===== src/rtl/pipelined_adder.sv =====
// rtl/pipelined_adder.sv - sliced valid/ready pipelined add/subtract unit
module pipelined_adder #(
   parameter int WIDTH  = 32,
   parameter int STAGES = 4
) (
   input  logic             Clk_i,
   input  logic             Reset_ni,
   input  logic             Valid_i,
   output logic             Ready_o,
   input  logic [WIDTH-1:0] Number1_i,
   input  logic [WIDTH-1:0] Number2_i,
   input  logic             Carry_i,
   input  logic             Sub_i,
   output logic             Valid_o,
   input  logic             Ready_i,
   output logic [WIDTH-1:0] Result_o,
   output logic             Carry_o,
   output logic             Overflow_o
);

   localparam int SW = WIDTH / STAGES;

   logic             stall;
   logic [WIDTH-1:0] b_eff;
   logic             cin_eff;

   // Subtract is A + ~B + 1, so B is inverted and the carry-in forced at capture.
   always_comb begin
      b_eff   = Sub_i ? ~Number2_i : Number2_i;
      cin_eff = Sub_i | Carry_i;
   end

   // One global stall: everything freezes while the consumer refuses a valid result.
   assign stall   = Valid_o & ~Ready_i;
   assign Ready_o = ~stall;

   for (genvar s = 0; s < STAGES; s++) begin : g_stage
      localparam int LO = s * SW;
      localparam int BW = WIDTH - LO;

      logic [WIDTH-1:0] acc_in;
      logic [WIDTH-1:0] acc_d;
      logic [WIDTH-1:0] acc_q;
      logic [BW-1:0]    b_in;
      logic             c_in;
      logic             v_in;
      logic [SW:0]      sum_d;
      logic             c_q;
      logic             v_q;

      // acc carries finished low slices plus still-unused high bits of A.
      if (s == 0) begin : g_src
         assign acc_in = Number1_i;
         assign b_in   = b_eff;
         assign c_in   = cin_eff;
         assign v_in   = Valid_i;
      end else begin : g_src
         assign acc_in = g_stage[s-1].acc_q;
         assign b_in   = g_stage[s-1].g_pass.b_q;
         assign c_in   = g_stage[s-1].c_q;
         assign v_in   = g_stage[s-1].v_q;
      end

      // Ripple only this stage's slice using the carry handed over by the stage before.
      always_comb begin
         sum_d = {1'b0, acc_in[LO +: SW]} + {1'b0, b_in[SW-1:0]} + {{SW{1'b0}}, c_in};
         acc_d = acc_in;
         acc_d[LO +: SW] = sum_d[SW-1:0];
      end

      // Advance a beat or bubble unless stalled; bubbles leave the data registers alone.
      always_ff @(posedge Clk_i or negedge Reset_ni) begin
         if (!Reset_ni) begin
            v_q   <= 1'b0;
            c_q   <= 1'b0;
            acc_q <= '0;
         end else if (!stall) begin
            v_q <= v_in;
            if (v_in) begin
               c_q   <= sum_d[SW];
               acc_q <= acc_d;
            end
         end
      end

      if (s < STAGES - 1) begin : g_pass
         logic [BW-SW-1:0] b_q;

         // Only the B bits of slices not yet added travel on with the beat.
         always_ff @(posedge Clk_i or negedge Reset_ni) begin
            if (!Reset_ni) begin
               b_q <= '0;
            end else if (!stall && v_in) begin
               b_q <= b_in[BW-1:SW];
            end
         end
      end else begin : g_last
         logic ovf_d;
         logic ovf_q;

         // Signed overflow: carry into the MSB differs from the carry out of it.
         assign ovf_d = (acc_in[WIDTH-1] ^ b_in[BW-1] ^ sum_d[SW-1]) ^ sum_d[SW];

         // Overflow flag travels with the last stage's result register.
         always_ff @(posedge Clk_i or negedge Reset_ni) begin
            if (!Reset_ni) begin
               ovf_q <= 1'b0;
            end else if (!stall && v_in) begin
               ovf_q <= ovf_d;
            end
         end
      end
   end

   assign Valid_o    = g_stage[STAGES-1].v_q;
   assign Result_o   = g_stage[STAGES-1].acc_q;
   assign Carry_o    = g_stage[STAGES-1].c_q;
   assign Overflow_o = g_stage[STAGES-1].g_last.ovf_q;

endmodule


===== config.mk =====
export PLATFORM = sky130hd
export DESIGN_NAME = pipelined_adder
export DESIGN_NICKNAME = d
export VERILOG_FILES = /design/src/rtl/pipelined_adder.sv
export SDC_FILE = /design/constraint.sdc
export NUM_CORES = 1
export LEC_CHECK = 0
export BUFFER_PORTS_ARGS = -buffer_cell sky130_fd_sc_hd__buf_2
export CAP_MARGIN = 40
export CORE_MARGIN = 1
export CORE_UTILIZATION = 45
export DETAILED_ROUTE_END_ITERATION = 8
export PLACE_DENSITY = 0.67
export REMOVE_ABC_BUFFERS = 1
export SKIP_CTS_REPAIR_TIMING = 1
export SYNTH_ARGS = -nofsm -noshare
export SYNTH_HDL_FRONTEND = slang
export SYNTH_SLANG_ARGS = --single-unit

===== constraint.sdc =====
create_clock -name Clk_i -period 4.5 [get_ports Clk_i]
set_input_delay 0.9 -clock Clk_i [delete_from_list [all_inputs] [get_ports Clk_i]]
set_output_delay 0.9 -clock Clk_i [all_outputs]
set_load 0.005 [all_outputs]

; ---- After elaboration in Yosys (flattened, before gate mapping)
; Index checks and enable logic that the tools add are counted.
[totals]
regBits = 185
input_bits = 70
out_inout_bits = 36
word_cells = 42
[classes]
n_addsub = 8
muxes = 1
n_bitwise = 8
n_reduce_logical = 9
[ops]
columns = op, count
row1 = 8-bit by 8-bit adder with 9-bit output, 4
row2 = 9-bit by 1-bit adder with 9-bit output, 4
row3 = 32-bit two-way mux, 1
row4 = 32-bit NOT, 1
row5 = 2-bit AND reduction, 4
row6 = 1-bit logical AND, 4
row7 = 1-bit XOR, 3
row8 = 1-bit NOT, 2
row9 = 1-bit AND, 1
row10 = 1-bit logical NOT, 1
row11 = 1-bit OR, 1

; ---- Longest topological paths before layout
[depth]
ltp_word = 4
mapped_depth = 10
mapped_depth_nobuf = 8

; ---- Least setup slack after synthesis
; No wires, ideal clock.
[synth_timing]
path_kind = input to register
start = input port Sub_i
end = register g_stage[0].c_q
setup_time_ps = 129
t_arrival_ps = 3181
required_time_ps = 4371
path_slack_ps = 1190
cell_stages = 10
path_buffers = 2
path_cell_list = buf_2 > buf_2 > or2_2 > fa_1 > fa_1 > a21o_1 > a21oi_2 > o21ai_1 > o211a_1 > o41a_1
[synth_via]
elab_chain_len = 3
word_cells_on_any_way = 4
classes_between = add/sub: 2 / mux: 1 / bitwise: 1
[synth_rtl]
columns = item, line_no
row1 = start: declaration, 13  ; input logic Sub_i,
row2 = 32-bit two-way mux, 29  ; b_eff = Sub_i ? ~Number2_i : Number2_i;
row3 = 8-bit by 8-bit adder with 9-bit output, 66  ; sum_d = {1'b0, acc_in[LO +: SW]} + {1'b0, b_in[SW-1:0]} + {{SW{1'b0}}, c_in};
row4 = 9-bit by 1-bit adder with 9-bit output (*), 66
row5 = end signal: assignment, 80  ; c_q <= sum_d[SW];
row6 = end: declaration, 48  ; logic c_q;
; Every way passes the cells marked *; elsewhere a longest branch is shown, timed or not.
; A chain may end at the register's enable or synchronous reset.

; ---- Worst setup path in the final report
; Same ends and word-level chain as after synthesis.

==> summary.txt <==
Status
  – Status: finished, violations left
  – Failing checks: design-rule violations

Synthesis
  – Seq/Total Area, Yosys: 0.550
  – Top cells by instance count after synthesis: nand2_1, dfrtp_1, o21ai_0, xnor2_1
  – Asr flop ratio synth: 1.00
  – Post-Syn Instances: 860
  – Post-Syn Area: 8420 µm²
  – Yosys reg bits: 185
  – Largest area contributor in the netlist: dfrtp_1
  – Most frequent cell after synthesis: nand2_1
  – Number of flops mapped to enable cells by yosys: 0
  – Synth top area share: 0.550
  – Synth Warn #: 0
  – Cell variety after synth: 40
  – Avg Inst Size Synth: 9.79 µm²
  – Main synth FF type: dfrtp_1
  – Area contributors post-synth: dfrtp_1, nand2_1, ha_1

Clock network
  – Clock slew at reported path FFs: 0.07 ns
  – Root buffer cell: clkbuf_16
  – H-tree levels: 4
  – Clk_lat worst skew: 0.43 ns
  – CTS tree: built
  – CTS sink cnt: around 190
  – CTS Buf Count: 17
  – Bufs on Longest Clock Path: 2

STA
  – Final Hold Fails: 0
  – Worst slew pin tran: approximately 0.74 ns
  – Slew headroom: 0.505
  – Final clock skew: 0.00857 ns
  – Crit share post-route: 0.630
  – Tmin final: 2.83 ns
  – Post-route setup TNS: 0 ns
  – Final setup violation count: 0
  – F_max: 353 MHz
  – RSZ-0062 raised after global routing: false
  – Final Max Slew Viols: 0
  – Worst hold slack: around 0.34 ns

Floorplan
  – Num rows: about 50
  – Starting Density: 0.464
  – CORE AREA: 18100 µm²
  – Area of the die: 19300 µm²
  – Chip height: 139 µm
  – # IOs: 106
  – Die W: 139 µm

Job
  – Number of max-cap violations: 0

Min path
  – Hold WC Path Type: in2async

Cells and area
  – Layout cells sized above 1: 0.185
  – Filler instances: 1666
  – Syn-to-layout area delta: 16.0%
  – Finished Cell Area: a little under 10000 µm²
  – Final antenna diode count: 0
  – Nets@finish: 1061

Drt
  – DR vias/cell: between 4 and 5
  – Drt total wl: 16.8 mm
  – First-pass iteration count of the detailed router: 7
  – Post-DRT Antenna Nets: 0
  – Vias after detailed routing: 5814
  – Residual DRC: 7
  – Drt wl/cell: 14.0 µm
  – Initial DRC count: between 200 and 300

Placed design
  – Detail Placement HPWL: 11.6 mm
  – Gp weighted congestion: 0.797
  – Placed inst area: 9170 µm²
  – Port bufs: 105

Worst setup path
  – Crit path cell chain: buf_2 -> buf_4 -> xor2_1 -> fa_1 -> a21o_1 -> a21oi_2 -> o21ai_1 -> o211a_1 -> o41a_1
  – CP Launch Type: input port
  – Slack of the worst reg-to-reg path: 2.12 ns
  – Critical Path Sink Type: register
  – Sum of buffers and inverters on the critical path: 2
  – Family with the most delay on the worst path: compound AO/OA/AOI/OAI gates
  – Slowest cell on crit path: buf_4
  – Worst Path Required: 4.81 ns
  – Crit-path max cell delay: 0.50 ns
  – Crit-path max FO: 31
  – Type of the worst setup path: in2reg
  – Worst EP arrival: 3.14 ns

GRT
  – Largest net degree at the start of global routing: 88
  – First-pass GRT wire length: 28.6 mm
  – Grt total ovfl: 0
  – Initial antenna violation count: 0
  – Vias in the first global route: 5742
  – Overall Global Routing Usage: 0.190

Power
  – Worst vdd ir: between 200 and 300 µV
  – Pleak: slightly above 5 nW
  – Cell area power density: 659 nW/µm²
[cells in the final DEF (no fill, tap or decap), types with 6 or more instances in the layout]
| cell | count |
|---|---|
| nand2_1 | 370 |
| dfrtp_1 | 185 |
| buf_2 | 104 |
| o21ai_0 | 52 |
| xnor2_1 | 37 |
| ha_1 | 28 |
| mux2_2 | 26 |
| clkbuf_16 | 17 |
| xor2_1 | 14 |
| a21o_1 | 14 |
| a21oi_1 | 11 |
| buf_4 | 9 |
| nor2_1 | 8 |
| fa_1 | 8 |
| o211a_1 | 6 |
| inv_1 | 6 |
| o21bai_1 | 6 |
| clkbuf_1 | 6 |
[worst reg2reg max path: stages (launching register included)]
cell	delay, ns
dfrtp_1	0.40
fa_1	0.47
fa_1	0.43
a21o_1	0.19
a21oi_2	0.20
o21ai_0	0.12
o211a_1	0.16
o41a_1	0.30
[final cells by class]
cell class	count	area [µm²]	share of cell area
Sequential cell	185	4630	0.474
Multi-Input combinational cell	628	3560	0.365
Timing Repair Buffer	117	672	0.0688
Clock buffer	25	475	0.0487
Tap cell	229	287	0.0294
Clock inverter	6	115	0.0118
Inverter	6	22.5	0.00231
[stage by stage]
stage / power, mW / worst slack [ns] / util / cells
after global placement: 4.87 / 1.25 / 0.501 / 1162
after CTS: 6.52 / 1.67 / 0.538 / 1196
after floorplan: 4.23 / 1.53 / - / 819
after detailed placement: 4.98 / 1.21 / 0.505 / 1165
after global routing: 6.94 / 1.50 / 0.538 / 1196
final: 6.43 / 1.67 / 0.538 / 1196
[logic make-up after synthesis]
family | after synthesis | synth area share
XOR/XNOR | 51 | 0.0531
AO/OA/AOI/OAI | 112 | 0.0847
multiplexers | 29 | 0.0384
buffers and inverters | 47 | 0.0278
AND/OR/NAND/NOR | 400 | 0.185
adder cells (fa/ha/maj) | 36 | 0.0607
flip-flops | 185 | 0.550
[path summary, 6_finish.rpt]
check                                startpoint                    to  cells past startpoint
min                                    Reset_ni   g_stage[2].acc_q[6]                      1
min in group Clk_i         g_stage[1].acc_q[14]  g_stage[2].acc_q[14]                      2
max reg2reg                g_stage[1].acc_q[16]        g_stage[2].c_q                      7
min reg2reg                g_stage[1].acc_q[14]  g_stage[2].acc_q[14]                      2
max in group asynchronous              Reset_ni  g_stage[1].acc_q[22]                      3
max                                       Sub_i        g_stage[0].c_q                      9
[state kept, by name, summed over array words and instances, names as in the netlist]
register            cells
g_stage.acc_q          96
g_stage.g_pass.b_q     48
Result_o               32
g_stage.c_q             3
g_stage.v_q             3
Carry_o                 1
Overflow_o              1
Valid_o                 1
[routing by layer]
metal | wire (µm) | up-vias | global-route usage | share of wire
met3 | 598 | 18 | 0.0411 | 0.036
met5 | 0 | - | 0 | 0
met1 | 8000 | 2714 | 0.245 | 0.48
li1 | - | 2980 | - | -
met4 | 221 | 0 | 0.0784 | 0.013
met2 | 7940 | 102 | 0.312 | 0.47
[power breakdown]
group | switching, mW | internal [mW] | leakage (nW)
logic | 1.24 | 0.979 | 2.56
registers | 0.370 | 2.34 | 2.32
clock network | 0.602 | 0.903 | 0.282
Power figures use the tool's default switching activity.
